===== src/rtl/float_accum_12_pkg.sv =====
// Shared float12 field layout, constants, FSM encoding and helpers for the
// accumulator and the float12 adder.
package float_accum_12_pkg;

  localparam int FP12_W   = 12;
  localparam int EXP_W    = 5;
  localparam int MAN_W    = 6;
  localparam int EXP_BIAS = 15;
  localparam int EXP_MAX  = 31;

  localparam int SIGN_BIT = 11;
  localparam int EXP_HI   = 10;
  localparam int EXP_LO   = 6;
  localparam int MAN_HI   = 5;
  localparam int MAN_LO   = 0;

  localparam logic [FP12_W-1:0] FP12_ZERO    = 12'h000;
  localparam logic [FP12_W-2:0] FP12_SAT_MAG = 11'h7FF;

  typedef enum logic [1:0] {
    ST_IDLE  = 2'd0,
    ST_ACCUM = 2'd1,
    ST_DONE  = 2'd2
  } state_t;

  // Leading-zero count of a 7-bit significand; an all-zero input gives 7.
  function automatic logic [2:0] lzc7(input logic [6:0] v);
    logic [2:0] n;
    logic       hit;
    n   = 3'd0;
    hit = 1'b0;
    for (int i = 6; i >= 0; i--) begin
      if (!hit && v[i]) hit = 1'b1;
      else if (!hit)    n   = n + 3'd1;
    end
    return n;
  endfunction

endpackage


===== src/rtl/float_accum_12_if.sv =====
// Handshake/data bundle between the multiplier, the accumulator and writeback.
interface float_accum_12_if
  import float_accum_12_pkg::*;
#(
  parameter int CNT_W = 10
);
  logic              start_i;
  logic [CNT_W-1:0]  len_i;
  logic [FP12_W-1:0] data_i;
  logic              valid_i;
  logic [FP12_W-1:0] data_o;
  logic              valid_o;
  logic              busy_o;

  modport master (output start_i, len_i, data_i, valid_i,
                  input  data_o, valid_o, busy_o);
  modport slave  (input  start_i, len_i, data_i, valid_i,
                  output data_o, valid_o, busy_o);
endinterface


===== src/rtl/float_accum_12_add.sv =====
// Combinational float12 adder with truncation and saturation; also used by
// the adder-tree stage.
module float_add_12
  import float_accum_12_pkg::*;
(
  input  logic [FP12_W-1:0] i_a,
  input  logic [FP12_W-1:0] i_b,
  output logic [FP12_W-1:0] o_sum
);

  logic              w_a_ge;
  logic [FP12_W-1:0] w_l;
  logic [FP12_W-1:0] w_s;
  logic [EXP_W-1:0]  w_el;
  logic [EXP_W-1:0]  w_d;
  logic [6:0]        w_ml;
  logic [6:0]        w_ms;
  logic [7:0]        w_add;
  logic [6:0]        w_dif;
  logic [2:0]        w_lz;
  logic [MAN_W-1:0]  w_norm;
  logic [EXP_W:0]    w_exp_up;
  logic [EXP_W-1:0]  w_exp_up5;
  logic              w_sign;

  // Magnitude order on {exp,man} picks the operand that sets exponent and sign.
  assign w_a_ge    = i_a[EXP_HI:MAN_LO] >= i_b[EXP_HI:MAN_LO];
  assign w_l       = w_a_ge ? i_a : i_b;
  assign w_s       = w_a_ge ? i_b : i_a;
  assign w_sign    = w_l[SIGN_BIT];
  assign w_el      = w_l[EXP_HI:EXP_LO];
  assign w_d       = w_el - w_s[EXP_HI:EXP_LO];
  assign w_ml      = {1'b1, w_l[MAN_HI:MAN_LO]};
  assign w_ms      = {1'b1, w_s[MAN_HI:MAN_LO]} >> w_d;
  assign w_add     = {1'b0, w_ml} + {1'b0, w_ms};
  assign w_dif     = w_ml - w_ms;
  assign w_lz      = lzc7(w_dif);
  assign w_norm    = w_dif[MAN_W-1:0] << w_lz;
  assign w_exp_up  = {1'b0, w_el} + 6'd1;
  assign w_exp_up5 = w_exp_up[EXP_W-1:0];

  always_comb begin
    o_sum = FP12_ZERO;
    if (i_a[EXP_HI:EXP_LO] == '0) begin
      o_sum = (i_b[EXP_HI:EXP_LO] == '0) ? FP12_ZERO : i_b;
    end else if (i_b[EXP_HI:EXP_LO] == '0) begin
      o_sum = i_a;
    end else if (w_d >= 5'd7) begin
      o_sum = w_l;
    end else if (w_l[SIGN_BIT] == w_s[SIGN_BIT]) begin
      if (w_add[7]) begin
        if (w_exp_up >= 6'(EXP_MAX)) o_sum = {w_sign, FP12_SAT_MAG};
        else                         o_sum = {w_sign, w_exp_up5, w_add[6:1]};
      end else begin
        if (w_el == 5'(EXP_MAX)) o_sum = {w_sign, FP12_SAT_MAG};
        else                     o_sum = {w_sign, w_el, w_add[5:0]};
      end
    end else if (w_dif == '0) begin
      o_sum = FP12_ZERO;
    end else if (w_el <= {2'b00, w_lz}) begin
      o_sum = FP12_ZERO;
    end else begin
      o_sum = {w_sign, w_el - {2'b00, w_lz}, w_norm};
    end
  end

endmodule


===== src/rtl/float_accum_12.sv =====
// Sequential float12 dot-product accumulator: sums len_i products from the
// multiplier and presents one registered result pulse per completed vector.
//
// state    | meaning
// ---------+-----------------------------------------------------------
// ST_IDLE  | waiting for start_i; valid_i ignored
// ST_ACCUM | adding each valid product; r_cnt counts remaining terms
// ST_DONE  | registering r_acc onto data_o with a one-cycle valid_o
module float_accum_12
  import float_accum_12_pkg::*;
#(
  parameter int CNT_W = 10
) (
  input logic              clk_i,
  input logic              rst_n_i,
  float_accum_12_if.slave  bus
);

  state_t            r_state;
  logic [FP12_W-1:0] r_acc;
  logic [CNT_W-1:0]  r_cnt;
  logic [FP12_W-1:0] r_data;
  logic              r_valid;
  logic              r_busy;
  logic [FP12_W-1:0] w_sum;

  float_add_12 u_add (
    .i_a   (r_acc),
    .i_b   (bus.data_i),
    .o_sum (w_sum)
  );

  assign bus.data_o  = r_data;
  assign bus.valid_o = r_valid;
  assign bus.busy_o  = r_busy;

  always_ff @(posedge clk_i or negedge rst_n_i) begin
    if (!rst_n_i) begin
      r_state <= ST_IDLE;
      r_acc   <= FP12_ZERO;
      r_cnt   <= '0;
      r_data  <= FP12_ZERO;
      r_valid <= 1'b0;
      r_busy  <= 1'b0;
    end else begin
      r_valid <= 1'b0;
      unique case (r_state)
        ST_IDLE, ST_ACCUM: begin
          // start_i wins over valid_i, so a restart also aborts a sum in flight.
          if (bus.start_i) begin
            r_acc   <= FP12_ZERO;
            r_cnt   <= bus.len_i;
            r_busy  <= 1'b1;
            r_state <= (bus.len_i == '0) ? ST_DONE : ST_ACCUM;
          end else if (r_state == ST_ACCUM && bus.valid_i) begin
            r_acc <= w_sum;
            r_cnt <= r_cnt - CNT_W'(1);
            if (r_cnt == CNT_W'(1)) r_state <= ST_DONE;
          end
        end
        ST_DONE: begin
          r_data  <= r_acc;
          r_valid <= 1'b1;
          r_busy  <= 1'b0;
          r_state <= ST_IDLE;
        end
        default: r_state <= ST_IDLE;
      endcase
    end
  end

endmodule


===== src/flat_wrapper.sv =====
// flat-port wrapper written by rule: the top's interface ports become plain ports
module float_accum_12_flat import float_accum_12_pkg::*;
#(
  parameter int CNT_W = 10
)
  (clk_i, rst_n_i, bus_start_i, bus_len_i, bus_data_i, bus_valid_i, bus_data_o, bus_valid_o, bus_busy_o);
  float_accum_12_if #(.CNT_W(CNT_W)) bus_i ();
  input logic clk_i;
  input logic rst_n_i;
  input wire logic [$bits(bus_i.start_i)-1:0] bus_start_i;
  input wire logic [$bits(bus_i.len_i)-1:0] bus_len_i;
  input wire logic [$bits(bus_i.data_i)-1:0] bus_data_i;
  input wire logic [$bits(bus_i.valid_i)-1:0] bus_valid_i;
  output wire logic [$bits(bus_i.data_o)-1:0] bus_data_o;
  output wire logic [$bits(bus_i.valid_o)-1:0] bus_valid_o;
  output wire logic [$bits(bus_i.busy_o)-1:0] bus_busy_o;
  assign bus_i.start_i = bus_start_i;
  assign bus_i.len_i = bus_len_i;
  assign bus_i.data_i = bus_data_i;
  assign bus_i.valid_i = bus_valid_i;
  assign bus_data_o = bus_i.data_o;
  assign bus_valid_o = bus_i.valid_o;
  assign bus_busy_o = bus_i.busy_o;
  float_accum_12 #(.CNT_W(CNT_W)) u_core (.clk_i(clk_i), .rst_n_i(rst_n_i), .bus(bus_i));
endmodule

===== config.mk =====
export PLATFORM = sky130hd
export DESIGN_NAME = float_accum_12_flat
export DESIGN_NICKNAME = d
export VERILOG_FILES = /design/src/rtl/float_accum_12_pkg.sv /design/src/rtl/float_accum_12_if.sv /design/src/rtl/float_accum_12_add.sv /design/src/rtl/float_accum_12.sv /design/src/flat_wrapper.sv
export SDC_FILE = /design/constraint.sdc
export NUM_CORES = 1
export LEC_CHECK = 0
export BUFFER_PORTS_ARGS = -buffer_cell sky130_fd_sc_hd__buf_2
export CAP_MARGIN = 40
export CORE_MARGIN = 10
export CORE_UTILIZATION = 67
export DETAILED_ROUTE_END_ITERATION = 6
export PLACE_DENSITY = 0.91
export SYNTH_ARGS = -nofsm -noshare
export SYNTH_HDL_FRONTEND = slang
export SYNTH_HIERARCHICAL = 1
export SYNTH_SLANG_ARGS = --single-unit

===== constraint.sdc =====
create_clock -name clk_i -period 23.7 [get_ports clk_i]
set_clock_uncertainty 0.15 [all_clocks]
set_input_delay 0 -clock clk_i [delete_from_list [all_inputs] [get_ports clk_i]]
set_output_delay 0 -clock clk_i [all_outputs]
set_load 0.01 [all_outputs]

After elaboration in Yosys (flattened, before gate mapping)
Index checks and enable logic that the tools add are counted.
{ "totals": {"register_bits": 38, "inputBits": 26, "output_inout_bits": 14, "elab_cells": 101} }
{ "classes": {"add_sub_neg": 12, "n_lt_le_gt_ge": 4, "n_eq_ne": 9, "n_shift": 2, "mux": 43, "n_reduce_logical": 25} }
{ "op_table": {"columns": ["op", "n"], "rows": [
  ["two-way mux 12 bit", 11],
  ["two-way mux 11 bit", 3],
  ["two-way mux 3 bit", 10],
  ["two-way mux 10 bit", 2],
  ["adder 3 x 1 -> 3 bit, second input constant", 5],
  ["two-way mux 2 bit", 7],
  ["greater-or-equal comparator 11 bit", 1],
  ["== test 10 x 1 -> 1 bit, second input constant", 1],
  ["logical NOT 10 bit", 1],
  ["logical NOT 5 bit", 2],
  ["subtractor 10 x 1 -> 10 bit, second input constant", 1],
  ["two-way mux 1 bit", 9],
  ["adder 7 x 7 -> 8 bit", 1],
  ["logical AND 1 bit", 7],
  ["logical NOT 7 bit", 1],
  ["right shift 7 x 5 -> 7 bit", 1],
  ["subtractor 7 bit", 1],
  ["adder 5 x 1 -> 6 bit, second input constant", 1],
  ["greater-or-equal comparator 6 x 5 -> 1 bit, second input constant", 1],
  ["logical NOT 1 bit", 6],
  ["!= test 3 x 2 -> 1 bit, second input constant", 2],
  ["AND reduction 2 bit", 3],
  ["left shift 6 x 3 -> 6 bit", 1],
  ["== test 5 bit, second input constant", 1],
  ["other kinds (15)", 16]
]} }

Depth between registers and ports, before layout
{ "logic_depth": {"ltp_word": 33, "depth_mapped": 59, "depth_no_buf": 55} }

By module
Netlist, hierarchy kept.
{ "by_module_without_submodules": {"columns": ["module", "n_inst", "cells_each", "area_each_um2", "seq_area_each_um2"], "rows": [
  ["float_add_12", 1, 460, 3029.2, 0.0],
  ["float_accum_12", 1, 148, 1749.2, 950.9]
]} }

Worst setup path after synthesis
Ideal clock, no wire load.
{ "synth_timing": {"path_type": "register to register", "startpoint": "reg u_core.r_acc[9]", "endpoint": "reg u_core.r_acc[10]", "setup_ns": 0.066, "arrival_time_ns": 10.008, "required_ns": 23.484, "path_slack_ns": 13.476, "path_stages_with_launch": 59, "path_cell_list": "dfrtp_1 -> ha_1 -> and2_4 -> nand3_4 -> o31a_1 -> nand2_1 -> clkbuf_1 -> clkbuf_1 -> clkbuf_1 -> nor2_1 -> nor2_1 -> ha_1 -> o21ai_0 -> and3_1 -> o211ai_1 -> nand2_1 -> a21boi_0 -> nand2_1 -> [... 23 more ...] -> nor2_1 -> xnor2_1 -> nor4_1 -> nand3_1 -> nand2_1 -> inv_1 -> ha_1 -> a21o_1 -> nand2_1 -> nand3_1 -> or4b_1 -> o221ai_1 -> or2_1 -> buf_4 -> nand4b_1 -> and3_1 -> a21oi_1 -> a22o_1"} }
{ "synth_via": {"elab_chain_cells": 33, "word_cells_on_any_way": 66} }
{ "synth_rtl": {"columns": ["item", "line_no", "rtl"], "rows": [
  ["from (decl)", "float_accum_12.sv:20", "logic [FP12_W-1:0] r_acc;"],
  ["from (signal assigned)", "float_accum_12.sv:56", "r_acc <= w_sum;"],
  ["greater-or-equal comparator 11 bit", "float_accum_12_add.sv:27", "assign w_a_ge = i_a[EXP_HI:MAN_LO] >= i_b[EXP_HI:MAN_LO];"],
  ["two-way mux 12 bit, on equally long branches", "float_accum_12_add.sv:28, float_accum_12_add.sv:29", null],
  ["subtractor 5 bit", "float_accum_12_add.sv:32", "assign w_d = w_el - w_s[EXP_HI:EXP_LO];"],
  ["right shift 7 x 5 -> 7 bit", "float_accum_12_add.sv:34", "assign w_ms = {1'b1, w_s[MAN_HI:MAN_LO]} >> w_d;"],
  ["subtractor 7 bit", "float_accum_12_add.sv:36", "assign w_dif = w_ml - w_ms;"],
  ["two-way mux 1 bit", "float_accum_12_pkg.sv:33", "if (!hit && v[i]) hit = 1'b1;"],
  ["adder 1 x 1 -> 2 bit or logical NOT 1 bit (tied branches)", null, null],
  ["two-way mux 2 bit or logical AND 1 bit (tied branches)", "float_accum_12_pkg.sv:34, float_accum_12_pkg.sv:33", null],
  ["[... 18 more ...]", null, null],
  ["two-way mux 12 bit", "float_accum_12_add.sv:58", "end else if (w_dif == '0) begin"],
  ["two-way mux 12 bit", "float_accum_12_add.sv:50", "end else if (w_l[SIGN_BIT] == w_s[SIGN_BIT]) begin"],
  ["two-way mux 12 bit", "float_accum_12_add.sv:48", "end else if (w_d >= 5'd7) begin"],
  ["two-way mux 12 bit", "float_accum_12_add.sv:46", "end else if (i_b[EXP_HI:EXP_LO] == '0) begin"],
  ["two-way mux 12 bit (*)", "float_accum_12_add.sv:44", "if (i_a[EXP_HI:EXP_LO] == '0) begin"],
  ["net u_core.w_sum[10]", "float_accum_12.sv:25", "logic [FP12_W-1:0] w_sum;"],
  ["two-way mux 12 bit (*)", "float_accum_12.sv:55", "end else if (r_state == ST_ACCUM && bus.valid_i) begin"],
  ["two-way mux 12 bit (*)", "float_accum_12.sv:50", "if (bus.start_i) begin"]
]} }
The timed path passes the listed nets; every way through them passes the cells marked *. The select of a mux whose other input is x is not followed.
A chain may end at the register's enable or synchronous reset.

Worst setup path after layout
{ "layout_timing": {"startpoint": "reg u_core.r_acc[6]", "endpoint": "reg u_core.r_acc[0]"} }
{ "layout_via": {"elab_chain_cells": 33, "word_cells_on_any_way": 66} }
{ "layout_rtl": {"columns": ["item", "line_no"], "rows": [
  ["greater-or-equal comparator 11 bit", "float_accum_12_add.sv:27"],
  ["two-way mux 12 bit, on equally long branches", "float_accum_12_add.sv:28, float_accum_12_add.sv:29"],
  ["subtractor 5 bit", "float_accum_12_add.sv:32"],
  ["right shift 7 x 5 -> 7 bit", "float_accum_12_add.sv:34"],
  ["subtractor 7 bit", "float_accum_12_add.sv:36"],
  ["two-way mux 1 bit", "float_accum_12_pkg.sv:33"],
  ["adder 1 x 1 -> 2 bit or logical NOT 1 bit (tied branches)", null],
  ["two-way mux 2 bit or logical AND 1 bit (tied branches)", "float_accum_12_pkg.sv:34, float_accum_12_pkg.sv:33"],
  ["[... 18 more ...]", null],
  ["two-way mux 12 bit", "float_accum_12_add.sv:58"],
  ["two-way mux 12 bit", "float_accum_12_add.sv:50"],
  ["two-way mux 12 bit", "float_accum_12_add.sv:48"],
  ["two-way mux 12 bit", "float_accum_12_add.sv:46"],
  ["two-way mux 12 bit (*)", "float_accum_12_add.sv:44"],
  ["net u_core.w_sum[0]", "float_accum_12.sv:25"],
  ["two-way mux 12 bit (*)", "float_accum_12.sv:55"],
  ["two-way mux 12 bit (*)", "float_accum_12.sv:50"]
]} }
Marked as above.

==> metrics.csv <==
metric;value;unit
Antenna diodes;0;
CP required;23.77;ns
largest area contributor in the netlist;dfrtp_1;
final setup fails;0;
Clk Latency, worst-skew pair;0.28;ns
Max FO, Critical Path;31;
GRT Total Usage;26.4;%
post-synthesis sequential area ratio;19.9;%
# Max-Cap Violations;0;
Slowest cell on crit path;nand2_1;
Initial Util;69.6;%
Mean Syn Cell Area;7.86;sq um
DR iter-0 viols;656;
WS Path Type;reg -> reg;
number of synthesized flops with an enable pin;0;
final worst-path cycle share;49.7;%
Final Hold Vio Count;0;
pwr/cell area;78.0;nW/um^2
status;completed;
Worst VDD drop;0.0000440;V
most instantiated cells after synthesis;55 x nor2_1, 54 x nand2_1, 41 x a21oi_1, 40 x o21ai_0, 38 x dfrtp_1;
CP peak stage delay;0.67;ns
Via-to-Cell Ratio;6.98;
share of layout cells above drive strength 1;14.2;%
met2 WL;7050;microns
Area Overhead vs Synth;8.72;%
Cell Area, Placed;4990;sq um
worst setup margin;11.91;ns
first-pass GRT wire length;24600;microns
vias in the first global route;4962;
Final Critical Period;11.79;ns
final net count;712;
CTS tree;yes;
most frequent cell after synthesis;nor2_1;
#FFs+latches synth;38;
CTS clk-pin slew, worst paths;0.07;ns
Pwr Total;405;uW
die area;10900;sq um
synth warn;6;
wire length per cell;20.4;microns
Synthesized Nets;673;
Setup crit end kind;flop;
pin count of the biggest net entering global routing;39;
setup bufs post-CTS;0;
Hold Path Class;in -> reg;
DP HPWL;11200;microns
Fin Setup TNS;0;ns
crit start category;flop;
fin area;5190;sq um
Detail Route Antenna Nets;0;
grt total ovfl;0;
Placer Congestion;1.03;
Cells after Synth;608;
num rows;30;
worst slew pin tran;0.891;ns
fmax;84.8;MHz
initial antenna violation count;0;
Via Count;5185;
P_leak;2.36;nW
Root Buffer Master;clkbuf_8;
PortBufs;39;
DR pass1 iterations;6;
Async SR Flop Fraction;100;%
top-area cell type share of the netlist area;19.9;%
Fillers;500;
Synth Cell Area;4780;sq um
Clock Path Buffers;2;
die height;104;microns
fin. max-slew vios;0;
Routed WL;15200;microns
Max-slew headroom;40.0;%
Synth area leaders;dfrtp_1 20%, ha_1 9.4%, nor2_1 4.3%;
wire length on met3;1550;microns
RSZ-0062 raised after global routing;no;
clock sinks;38;
core area;6870;sq um
total CTS buffers;5;
setup slack after placement;12.21;ns
Core Util, Final;75.6;%
Max Used Layer;met4;
unique cell type count in the Yosys netlist;93;
Die Wd;104;microns
I/O pin count;40;
CP arrival;11.85;ns
drc violations;0;
met1 WL;5890;microns
main flop type after synthesis;dfrtp_1;
htree depth;2;
==> cell type report <==
class / instances / area, sq um / area share, %
well taps: 96 / 120 / 2.31
multi-input cells: 509 / 3550 / 68.4
clock inverters: 2 / 10.0 / 0.193
repair buffers: 56 / 355 / 6.84
clock buffers: 5 / 68.8 / 1.32
inverters: 37 / 139 / 2.67
flip-flops and latches: 38 / 951 / 18.3
==> power breakdown <==
group / internal [mW] / total (mW) / switching, mW / leakage (nW)
Clock: 0.0197 / 0.0398 / 0.0201 / 0.0438
Sequential: 0.0745 / 0.0901 / 0.0156 / 0.495
Combinational: 0.101 / 0.275 / 0.174 / 1.82
Total: 0.195 / 0.405 / 0.210 / 2.36
==> state kept, by name (all words and copies together) (netlist names) <==
signal and count:
u_core/r_state 2, u_core/bus.valid_o 1, u_core/r_cnt 10, u_core/r_acc 12
u_core/bus.busy_o 1, u_core/bus.data_o 12
==> per-stage QoR <==
step                      cells  hold slack, ns
final                       743          0.0348
after global routing        743          0.0366
after CTS                   743          0.0120
after global placement      722         -0.0293
after detailed placement    723         -0.0273
after floorplan             608          -0.446
==> final timing paths <==
kind	slack, ns	from	to	cells past startpoint
min in group asynchronous	0.21	rst_n_i	u_core/r_state[0]	2
setup reg to reg	11.91	u_core/r_acc[6]	u_core/r_acc[0]	53
hold reg to reg	0.35	u_core/bus.data_o[9]	u_core/bus.data_o[9]	1
hold / removal	0.03	bus_data_i[1]	u_core/r_acc[1]	4
max in group asynchronous	22.69	rst_n_i	u_core/r_acc[10]	2
setup / recovery	11.91	u_core/r_acc[6]	u_core/r_acc[0]	53
==> layer usage <==
metal  up-vias  track usage (%)
li1       2350                -
met5         -                0
met1      2393             32.3
met4         0             13.3
met2       375             43.2
met3        67             5.02
==> cells by family (layout without fill, tap and decap cells) <==
family	count (synthesis)	in the layout	share of synthesized area, %
simple gates	224	224	24.6
compound gates	204	204	30.3
buf+inv	61	100	5.79
fa+ha+maj	39	39	10.7
flops	38	38	19.9
mux	24	24	5.37
xor+xnor	18	18	3.30
==> worst max-delay path: cells and delay by family, from the launching register on <==
kind | cells | cell delay (ns)
flops | 1 | 0.50
xor+xnor | 2 | 0.34
compound gates | 17 | 3.49
simple gates | 24 | 4.41
fa+ha+maj | 8 | 2.57
buf+inv | 2 | 0.22
==> layout by cell type, fill, tap and decap left out, drive strengths merged, types with 15 or more instances in the layout <==
master	count
inv	37
o21ai	49
ha	36
nand2	55
buf	43
nor3	15
dfrtp	38
nand3	26
nor2	57
a21oi	42
==> timing repair <==
| item | 4_1_cts | 5_1_grt |
|---|---|---|
| hold buffers | 13 | 0 |
| resized for setup | 0 | 0 |
| hold endpoints to repair | 48 | 0 |
(Power assumes the default switching activity.)
